==> src/rtl/a2d_sched.sv <==
`default_nettype none
// ============================================================================
//  Module   : a2d_sched
//  Purpose  : Round-robin ADC conversion scheduler driving a shared SPI master.
//             Optional conversion timeout enabled by macro A2D_TMO_EN.
//  Revision : 1.0 - initial release
// ============================================================================
module a2d_sched #(
  parameter int SAMP_PER = 4096,
  parameter int TMO_CYC  = 1024
) (
  input  logic        clk,
  input  logic        rst_n,
  input  logic        en,
  output logic        wrt,
  output logic [15:0] cmd,
  input  logic        done,
  input  logic [15:0] rd_data,
  output logic [11:0] lft_ld,
  output logic [11:0] rght_ld,
  output logic [11:0] steer_pot,
  output logic [11:0] batt,
  output logic        vld,
  output logic        err
);

  typedef enum logic [2:0] {
    WAIT_PER = 3'd0,
    CMD      = 3'd1,
    WAIT1    = 3'd2,
    GAP      = 3'd3,
    READ     = 3'd4,
    WAIT2    = 3'd5,
    STORE    = 3'd6
  } state_t;

  localparam logic [15:0] c_per_last  = 16'(SAMP_PER - 1);
  localparam logic [1:0]  c_last_slot = 2'd3;

  state_t      r_state;
  state_t      w_nxt;
  logic [15:0] r_cnt;
  logic [1:0]  r_slot;
  logic [2:0]  w_ch;
  logic        w_waiting;
  logic        w_tmo;
  logic        w_unused_rd;

  assign w_unused_rd = ^rd_data[15:12];
  assign w_waiting   = (r_state == WAIT1) || (r_state == WAIT2);

  // Slot order lft_ld, rght_ld, steer_pot, batt maps to ADC channels 0,4,5,6
  always_comb begin
    w_ch = 3'd0;
    case (r_slot)
      2'd0:    w_ch = 3'd0;
      2'd1:    w_ch = 3'd4;
      2'd2:    w_ch = 3'd5;
      default: w_ch = 3'd6;
    endcase
  end

  assign cmd = {2'b00, w_ch, 11'h000};

  always_comb begin
    w_nxt = r_state;
    wrt   = 1'b0;
    vld   = 1'b0;
    case (r_state)
      WAIT_PER: if (en && (r_cnt == c_per_last)) w_nxt = CMD;
      CMD: begin
        wrt   = 1'b1;
        w_nxt = WAIT1;
      end
      WAIT1: begin
        if (done)       w_nxt = GAP;
        else if (w_tmo) w_nxt = WAIT_PER;
      end
      GAP:  w_nxt = READ;
      READ: begin
        wrt   = 1'b1;
        w_nxt = WAIT2;
      end
      WAIT2: begin
        if (done)       w_nxt = STORE;
        else if (w_tmo) w_nxt = WAIT_PER;
      end
      STORE: begin
        if (r_slot == c_last_slot) begin
          vld   = 1'b1;
          w_nxt = WAIT_PER;
        end else begin
          w_nxt = CMD;
        end
      end
      default: w_nxt = WAIT_PER;
    endcase
  end

  always_ff @(posedge clk or negedge rst_n) begin
    if (!rst_n) begin
      r_state   <= WAIT_PER;
      r_cnt     <= 16'd0;
      r_slot    <= 2'd0;
      lft_ld    <= 12'h000;
      rght_ld   <= 12'h000;
      steer_pot <= 12'h000;
      batt      <= 12'h000;
    end else begin
      r_state <= w_nxt;
      // Period counter only runs in WAIT_PER with en high; it is 0 elsewhere
      if ((r_state == WAIT_PER) && en && (r_cnt != c_per_last))
        r_cnt <= r_cnt + 16'd1;
      else
        r_cnt <= 16'd0;
      if (w_tmo)
        r_slot <= 2'd0;
      else if (r_state == STORE)
        r_slot <= r_slot + 2'd1;
      // The first transaction of each pair returns the previous conversion
      if ((r_state == WAIT2) && done) begin
        case (r_slot)
          2'd0:    lft_ld    <= rd_data[11:0];
          2'd1:    rght_ld   <= rd_data[11:0];
          2'd2:    steer_pot <= rd_data[11:0];
          default: batt      <= rd_data[11:0];
        endcase
      end
    end
  end

`ifdef A2D_TMO_EN
  localparam int c_tmo_w = $clog2(TMO_CYC + 1);
  localparam logic [c_tmo_w-1:0] c_tmo_last = c_tmo_w'(TMO_CYC - 1);
  localparam logic [c_tmo_w-1:0] c_tmo_one  = c_tmo_w'(1);

  logic [c_tmo_w-1:0] r_tmo;
  logic               r_err;

  // Loading 1 on wrt counts the wrt cycle itself, so err rises TMO_CYC cycles after wrt
  always_ff @(posedge clk or negedge rst_n) begin
    if (!rst_n) begin
      r_tmo <= '0;
      r_err <= 1'b0;
    end else begin
      if (wrt)
        r_tmo <= c_tmo_one;
      else if (w_waiting)
        r_tmo <= r_tmo + c_tmo_one;
      if (w_tmo)
        r_err <= 1'b1;
      else if (vld)
        r_err <= 1'b0;
    end
  end

  assign w_tmo = w_waiting && !done && (r_tmo == c_tmo_last);
  assign err   = r_err;
`else
  localparam int c_unused_tmo = TMO_CYC;
  logic w_unused_wait;
  assign w_unused_wait = w_waiting;
  assign w_tmo = 1'b0;
  assign err   = 1'b0;
`endif

endmodule
`default_nettype wire

==> config.mk <==
export PLATFORM = sky130hd
export DESIGN_NAME = a2d_sched
export DESIGN_NICKNAME = d
export VERILOG_FILES = /design/src/rtl/a2d_sched.sv
export SDC_FILE = /design/constraint.sdc
export NUM_CORES = 1
export LEC_CHECK = 0
export ABC_AREA = 1
export BUFFER_PORTS_ARGS = -buffer_cell sky130_fd_sc_hd__buf_2
export CORE_MARGIN = 2
export CORE_UTILIZATION = 25
export DETAILED_ROUTE_END_ITERATION = 12
export SYNTH_ARGS = -nofsm -noshare
export SYNTH_HDL_FRONTEND = slang
export SYNTH_SLANG_ARGS = --single-unit
==> constraint.sdc <==
create_clock -name clk -period 3 [get_ports clk]
set_input_delay 0.3 -clock clk [delete_from_list [all_inputs] [get_ports clk]]
set_output_delay 0.3 -clock clk [all_outputs]
set_load 0.05 [all_outputs]
---- Word-level counts from Yosys, hierarchy flattened ----
Cells that the tools add are included.
storage, ports and cells
  bits in registers ....................... 69
  output and inout port bits .............. 67
operators by class
  add/subtract/negate cells ............... 2
  equal/unequal tests ..................... 14
  mux-type cells .......................... 10
  bitwise gates (word level) .............. 1
  reduce and logical (&&, ||, !) cells .... 13
operators by type and width
  kind                   count
  $pmux 3 s7             1
  $add 16x1->16 const B  1
  $eq 16x12->1 const B   1
  $mux 16                1
  $ne 16x12->1 const B   1
  $eq 3x3->1 const B     3
  $mux 3                 3
  $pmux 3 s3             1
  $reduce_and 2->1       4
  $eq 3x2->1 const B     2
  $ne 2x2->1 const B     3
  $eq 2x2->1 const B     2
  $logic_and 1x1->1      4
  $mux 1                 4
  $eq 3x1->1 const B     1
  $logic_not 3->1        1
  $reduce_and 3->1       1
  $reduce_or 3->1        1
  $add 2x1->2 const B    1
  $eq 2x1->1 const B     1
  $logic_not 2->1        1
  $reduce_or 2->1        1
  $not 1->1              1

---- Longest topological paths before layout ----
Gate-level depths: netlist (run 1).
  depth after elaboration ................. 4
  mapped depth ............................ 9
  depth with buffers taken out ............ 9

---- Least setup slack after synthesis (run 1) ----
Ideal clock, no wire load.
  kind .................................... register -> output
  start ................................... reg r_slot[0]
  end ..................................... out vld
  arrival ................................. 1.732 ns
  required time ........................... 2.700 ns
  slack ................................... 0.968 ns
  stages on the path, launching flop included .. 4
  path buffers ............................ 0
  path through ............................ dfrtp_1 ha_1 nand3_1 nor2_1
on the way
  cells in the longest elaborated chain, start to end .. 3
ends and longest elaborated chain
  element                 RTL line  text
  start, declared         43        logic [1:0] r_slot;
  start signal, assigned  119       r_slot <= r_slot + 2'd1;
  $eq 2x2->1              89        if (r_slot == c_last_slot) begin
  $mux 1                  89
  $mux 1                  69        case (r_state)
  end, declared           23        output logic vld,
No other way between the ends.

---- Worst setup path after layout (run 1) ----
Same ends and word-level chain as after synthesis.

==> flow_summary.json, run 1 <==
{
  "status": "completed",
  "worstSetupStartpointType": "flop",
  "cts_made_buffers": 9,
  "post-dp-hpwl_um": 5090,
  "power.leakage_uw": 0.00207,
  "post_cts.resized_instances": 0,
  "ant_nets": 0,
  "final-hold-violation-count": 0,
  "first_global_vias": 2319,
  "synth_cell_type_count": 22,
  "summed_negative_setup_slack_over_all_endpoints_ns": 0,
  "post_synth_instance_area_um2": 3160,
  "die-height_um": 116,
  "end_kind": "output port",
  "worst-slew-pin-transition_ns": 0.778,
  "grt_start_max_net_pins": 37,
  "fin_crit_sh": 0.604,
  "grtUsageTotal": 0.111,
  "max-cap-violations": 0,
  "cts_tree": "built",
  "cpLargestDelayFamily": "flip-flops",
  "dr_wl_met3_um": 381,
  "power_density_nw_per_um2": 525,
  "wl_per_cell_um": 11.9,
  "path_class": "reg -> out",
  "wirelength_um": 7010,
  "mean_instance_size_in_the_synthesized_netlist_um2": 9.24,
  "cts_root_buffer_type": "sky130_fd_sc_hd__clkbuf_16",
  "critical_path_required_ns": 2.70,
  "timing.slew.headroom": 0.482,
  "areaGrowthSynthToFinish_pct": 22.5,
  "overflow": 0,
  "avgViaCountPerCell": 4.03,
  "met2RoutedLength_um": 3460,
  "dr.max_layer_used": "met4",
  "worst_skew_pair.late_latency_ns": 0.32,
  "port_buffers": 68,
  "critical_path.max_stage_delay_ns": 0.38,
  "synth_enable_flop_cells": 0,
  "post-cts-setup-buffers": 0,
  "instance_count_of_the_mapped_netlist": 342,
  "drt-initial-drc-count": 94,
  "io_pins": 87,
  "nets_finish": 438,
  "drcViolationCount": 0,
  "fmaxAchievable_mhz": 552,
  "grt_antenna_before_repair": 0,
  "synth-main-ff-cell": "sky130_fd_sc_hd__dfrtp_1",
  "timing.critical_path.fanout_max": 3,
  "fillers": 1317,
  "routed-via-count": 2373,
  "drive_above_1_share": 0.249,
  "core_um2": 12500,
  "number_of_buffers_between_clock_root_and_the_deepest_sink": 2,
  "synth-seq-cells": 69,
  "yosysWarningCount": 0,
  "crit_buf_inv": 1,
  "die-area_um2": 13600,
  "initial_utilization": 0.254,
  "seq_area_frac_synth": 0.546,
  "cts.hold.buffers_added": 0,
  "crit_chain": "ha_1, nand3_1, nor2_1, buf_2",
  "worstPathArrival_ns": 1.51,
  "grt_pass1_wl_um": 11500,
  "n_antenna_cell": 0,
  "placement_rows": 41,
  "vdd_drop_max_uv": 253,
  "cts.sink_count": 69,
  "final.min_clock_period_ns": 1.81,
  "critical_path.slowest_cell": "sky130_fd_sc_hd__dfrtp_1",
  "finalMaxSlewViolations": 0,
  "setup_viol": 0,
  "ys_async_sr_fraction": 1.00,
  "hold_class": "in -> async",
  "die_x_um": 116,
  "gp_routability_congestion": 0.811,
  "detailed_route_wire_length_on_metal_1_um": 3070,
  "cts_max_level": 3,
  "fin_ws_ns": 1.19,
  "drt-pass1-iter-count": 4,
  "rsz_0062_raised_after_global_routing": "false",
  "clock-skew-final_ns": 0.00562,
  "clkSlewWorstSetupHoldPaths_ns": 0.05,
  "dpl_worst_slack_ns": 1.18
}
## report_power, final
group	leakage, uW	switching (uW)	internal (uW)
clock network	0.000146	377	625
logic	0.000964	77.5	13.9
registers	0.000962	3.13	935
## metrics by stage
step	total power, uW	std cells	util	hold WS (ns)	area [um2]
after global routing	2120	589	0.311	0.113	3870
after CTS	2070	589	0.311	0.0796	3870
after detailed placement	1050	573	0.287	0.431	3580
after global placement	1050	573	0.287	0.423	3580
after floorplan	1030	355	-	0.00441	3210
final	2030	589	0.311	0.0513	3870
## layout make-up
cell class / instances / area [um2] / area share
sequential: 69 / 1730 / 0.446
tap: 172 / 215 / 0.0556
inverter: 35 / 131 / 0.0339
clock buffer: 13 / 270 / 0.0698
multi-input combinational: 228 / 1150 / 0.297
timing repair buffer: 69 / 360 / 0.0931
clock inverter: 3 / 18.8 / 0.00485
## kinds of logic after synthesis
family          after synthesis  share of synthesized area
simple gates                146                      0.201
flops                        69                      0.546
buf+inv                      58                      0.106
compound gates               52                     0.0942
xor+xnor                     10                     0.0277
fa+ha+maj                     6                     0.0237
other cells                   1                    0.00119
## path summary, 6_finish.rpt
kind / from / cells past startpoint / end / slack [ns]
worst max register to register: r_cnt[0] / 8 / r_cnt[7] / 1.20
max in group asynchronous: rst_n / 2 / rght_ld[8] / 2.28
worst max-delay path: r_slot[0] / 4 / vld / 1.19
min in group clk: rd_data[8] / 3 / batt[8] / 0.27
worst min register to register: batt[9] / 2 / batt[9] / 0.48
worst min-delay path: rst_n / 1 / r_state[0] / 0.05
## sequential cells by signal, indices dropped and copies added, names as in the netlist
signal and count:
rght_ld 12, steer_pot 12, r_slot 2, r_state 3, lft_ld 12, batt 12
r_cnt 16
## synth_stat cells, types with 2 or more instances
cell type / count / area, um2
sky130_fd_sc_hd__nand2_1: 79 / 297
sky130_fd_sc_hd__dfrtp_1: 69 / 1730
sky130_fd_sc_hd__o21ai_1: 38 / 190
sky130_fd_sc_hd__nor2_1: 36 / 135
sky130_fd_sc_hd__inv_1: 32 / 120
sky130_fd_sc_hd__buf_4: 15 / 113
sky130_fd_sc_hd__nand3_1: 15 / 75.1
sky130_fd_sc_hd__o21ai_2: 10 / 87.6
sky130_fd_sc_hd__buf_6: 8 / 90.1
sky130_fd_sc_hd__nor3_1: 8 / 40.0
sky130_fd_sc_hd__ha_1: 6 / 75.1
sky130_fd_sc_hd__xnor2_1: 5 / 43.8
sky130_fd_sc_hd__xor2_1: 5 / 43.8
sky130_fd_sc_hd__nand2_4: 4 / 45.0
sky130_fd_sc_hd__inv_2: 3 / 11.3
sky130_fd_sc_hd__a21oi_1: 2 / 10.0
sky130_fd_sc_hd__o21ai_0: 2 / 10.0
## cells in the final DEF, fill, tap and decap left out, drive strengths merged
| cell type | instances |
|---|---|
| clkbuf | 13 |
| ha | 6 |
| o21ai | 50 |
| nand2 | 84 |
| conb | 14 |
| nor3 | 8 |
| a21oi | 2 |
| xor2 | 5 |
| nand3 | 15 |
| buf | 69 |
| nand3b | 1 |
| nor2 | 38 |
| inv | 35 |
| dfrtp | 69 |
| clkinv | 3 |
| xnor2 | 5 |
## per-layer routing
metal,up-vias,global-route usage
met2,62,0.190
met4,0,0.0405
li1,1191,-
met3,10,0.0353
met1,1110,0.133
met5,-,0
Note: power is estimated with default switching activity, not from simulation.
==> run 2: changes to the inputs <==
- ABC_AREA: 1 -> 0
- clock period: 3 -> 1.9 ns (I/O delays scaled with it)
==> run 2 against run 1 <==
  * Final area shrank 0.13%
  * Non-clock buffer count grew 10
  * Sequential power grew 120%
  * Synthesized cell count shrank 31%
  * Clock skew grew 0.0016 ns
  * Largest cell class unchanged
==> flow_summary.json, run 2 <==
{
  "status": "completed",
  "register_to_register_setup_slack_ns": 0.22,
  "overflow": 0,
  "drt-initial-drc-count": 71,
  "die_x_um": 114,
  "worstPathArrival_ns": 1.53,
  "end_kind": "output port",
  "die-height_um": 114,
  "cts_tree": "built",
  "synth-seq-cells": 69,
  "p_int_uw": 3590,
  "timing.hold.worst_endpoint": "batt[0]",
  "drt-pass1-iter-count": 4,
  "yosysWarningCount": 0,
  "yosys-top-cells-area": "sky130_fd_sc_hd__dfrtp_1, sky130_fd_sc_hd__mux2_2, sky130_fd_sc_hd__buf_4",
  "ant_nets": 0,
  "die-area_um2": 13000,
  "drive_above_1_share": 0.458,
  "grt_start_max_net_pins": 70,
  "fin_crit_sh": 0.907,
  "mean_instance_size_in_the_synthesized_netlist_um2": 12.8,
  "post_layout_nonfiller_instances": 468,
  "crit-reg2reg-launch": "r_cnt[0]",
  "gp_routability_congestion": 0.766,
  "regArea_um2": 1730,
  "avgViaCountPerCell": 4.28,
  "rsz_0062_raised_after_global_routing": "false",
  "max-cap-violations": 0,
  "power_frac_seq": 0.329,
  "hold_class": "in -> reg",
  "largest_reg_flops": 16,
  "wl_per_cell_um": 13.5,
  "cts_made_buffers": 9,
  "sw_frac_of_total": 0.420,
  "first_global_vias": 2066,
  "power.leakage_uw": 0.00199,
  "synth_commonest_cells": "sky130_fd_sc_hd__dfrtp_1, sky130_fd_sc_hd__mux2_2, sky130_fd_sc_hd__nor2_1, sky130_fd_sc_hd__buf_4, sky130_fd_sc_hd__xnor2_1",
  "core_um2": 11900,
  "ys_async_sr_fraction": 1.00,
  "grt_pass1_wl_um": 10500,
  "clockPowerShare": 0.285,
  "placed_cells": 452,
  "critical_path_required_ns": 1.71,
  "worst_skew_pair.late_latency_ns": 0.33,
  "areaGrowthSynthToFinish_pct": 27.6,
  "number_of_buffers_between_clock_root_and_the_deepest_sink": 2,
  "synth-main-ff-cell": "sky130_fd_sc_hd__dfrtp_1",
  "synth_most_common_cell": "sky130_fd_sc_hd__dfrtp_1",
  "reg2reg_to": "r_cnt[14]",
  "synth_cell_type_count": 35,
  "grt_antenna_before_repair": 0,
  "yosysTopAreaCell": "sky130_fd_sc_hd__dfrtp_1",
  "instance_count_of_the_mapped_netlist": 237,
  "post_synth_instance_area_um2": 3030,
  "hold_path_startpoint": "rd_data[0]",
  "initial_utilization": 0.255,
  "n_antenna_cell": 0,
  "power_density_nw_per_um2": 1600,
  "min_path_cells": 2,
  "io_pins": 87,
  "summed_negative_setup_slack_over_all_endpoints_ns": 0,
  "layout.cells.most_common": "sky130_fd_sc_hd__dfrtp_1",
  "area_of_combinational_cells_with_multiple_inputs_um2": 1180,
  "routed-via-count": 2002,
  "fmaxAchievable_mhz": 580,
  "wirelength_um": 6320,
  "comb_power_share": 0.386,
  "cts_root_buffer_type": "sky130_fd_sc_hd__clkbuf_16",
  "final.min_clock_period_ns": 1.72,
  "seq_area_frac_synth": 0.570,
  "p_total_uw": 6190,
  "grtUsageTotal": 0.104,
  "most-common-layout-cells": "sky130_fd_sc_hd__dfrtp_1, sky130_fd_sc_hd__buf_2, sky130_fd_sc_hd__mux2_2",
  "clkSlewWorstSetupHoldPaths_ns": 0.06,
  "drcViolationCount": 0,
  "vdd_drop_max_uv": 676,
  "top_reg_by_flops": "r_cnt",
  "synth.top_cell.area_share": 0.570,
  "fillers": 1211,
  "nets_finish": 343,
  "finalMaxSlewViolations": 0,
  "clock-skew-final_ns": 0.00725,
  "cts.sink_count": 69,
  "path_class": "reg -> out",
  "timing.critical_path.fanout_max": 9,
  "cts_max_level": 3,
  "worstSetupStartpointType": "flop",
  "final-hold-violation-count": 0,
  "synth_enable_flop_cells": 0,
  "placement_rows": 40,
  "setup_viol": 0,
  "power.net_switching_uw": 2600,
  "port_buffers": 68,
  "post-dp-hpwl_um": 4570,
  "worst-r2r-cell-count": 5
}
[run 2: power groups by stage]
stage          Clock, uW  Combinational [uW]  Sequential [uW]
2_1_floorplan          0                 880             3030
3_3_place_gp           0                2380             2040
3_5_place_dp           0                2420             2070
4_1_cts             1810                2420             2040
5_1_grt             1870                2540             2090
6_report            1760                2390             2030
[run 2: logic make-up after synthesis]
group / share of synthesized area
flip-flops: 0.570
AND/OR/NAND/NOR: 0.0982
multiplexers: 0.182
buffers and inverters: 0.0565
XOR/XNOR: 0.0404
AO/OA/AOI/OAI: 0.0272
adder cells (fa/ha/maj): 0.0248
other: 0.00124
[run 2: final cells by class]
type,instances,share of cell area
multi-input cells,152,0.306
clock inverters,6,0.0230
clock buffers,9,0.0582
well taps,147,0.0476
inverters,6,0.00582
flip-flops and latches,69,0.446
repair buffers,79,0.113
[run 2: worst max path at each step]
stage                     startpoint       endpoint  slack (ns)  cells after the start
after global routing      r_state[2]        batt[0]        0.09                      5
final                     r_state[1]            vld        0.18                      3
after global placement      r_cnt[0]      r_cnt[14]        0.24                      5
after floorplan            r_slot[0]  steer_pot[10]        0.15                      5
after detailed placement  r_state[2]        batt[0]        0.22                      5
after CTS                 r_state[1]            vld        0.16                      3
[run 2: through the flow]
stage                     utilization  hold slack, ns  worst slack (ns)  area, um2
final                           0.325           0.123             0.177       3870
after global routing            0.325           0.128            0.0854       3870
after CTS                       0.325           0.113             0.164       3870
after detailed placement        0.297           0.246             0.221       3540
after global placement          0.297           0.242             0.243       3540
after floorplan                     -          -0.106             0.154       3080
[run 2: layer usage]
| layer | vias to the layer above | wire length [um] | global-route usage |
|---|---|---|---|
| li1 | 943 | - | - |
| met1 | 995 | 2790 | 0.128 |
| met2 | 57 | 3090 | 0.170 |
| met3 | 7 | 338 | 0.0349 |
| met4 | 0 | 100 | 0.0415 |
| met5 | - | 0 | 0 |
[run 2: what timing repair did]
item / CTS / global route
setup endpoints to repair: 0 / 0
resized for setup: 0 / 0
endpoints found under the hold margin: 69 / 0
buffers inserted: 0 / 0
hold buffers: 1 / 0
[run 2: worst max-delay path, cell delays in order, from the launching register on]
cell and delay [ns]:
sky130_fd_sc_hd__dfrtp_1 0.48, sky130_fd_sc_hd__nor2b_1 0.26, sky130_fd_sc_hd__and3_1 0.19, sky130_fd_sc_hd__buf_2 0.26
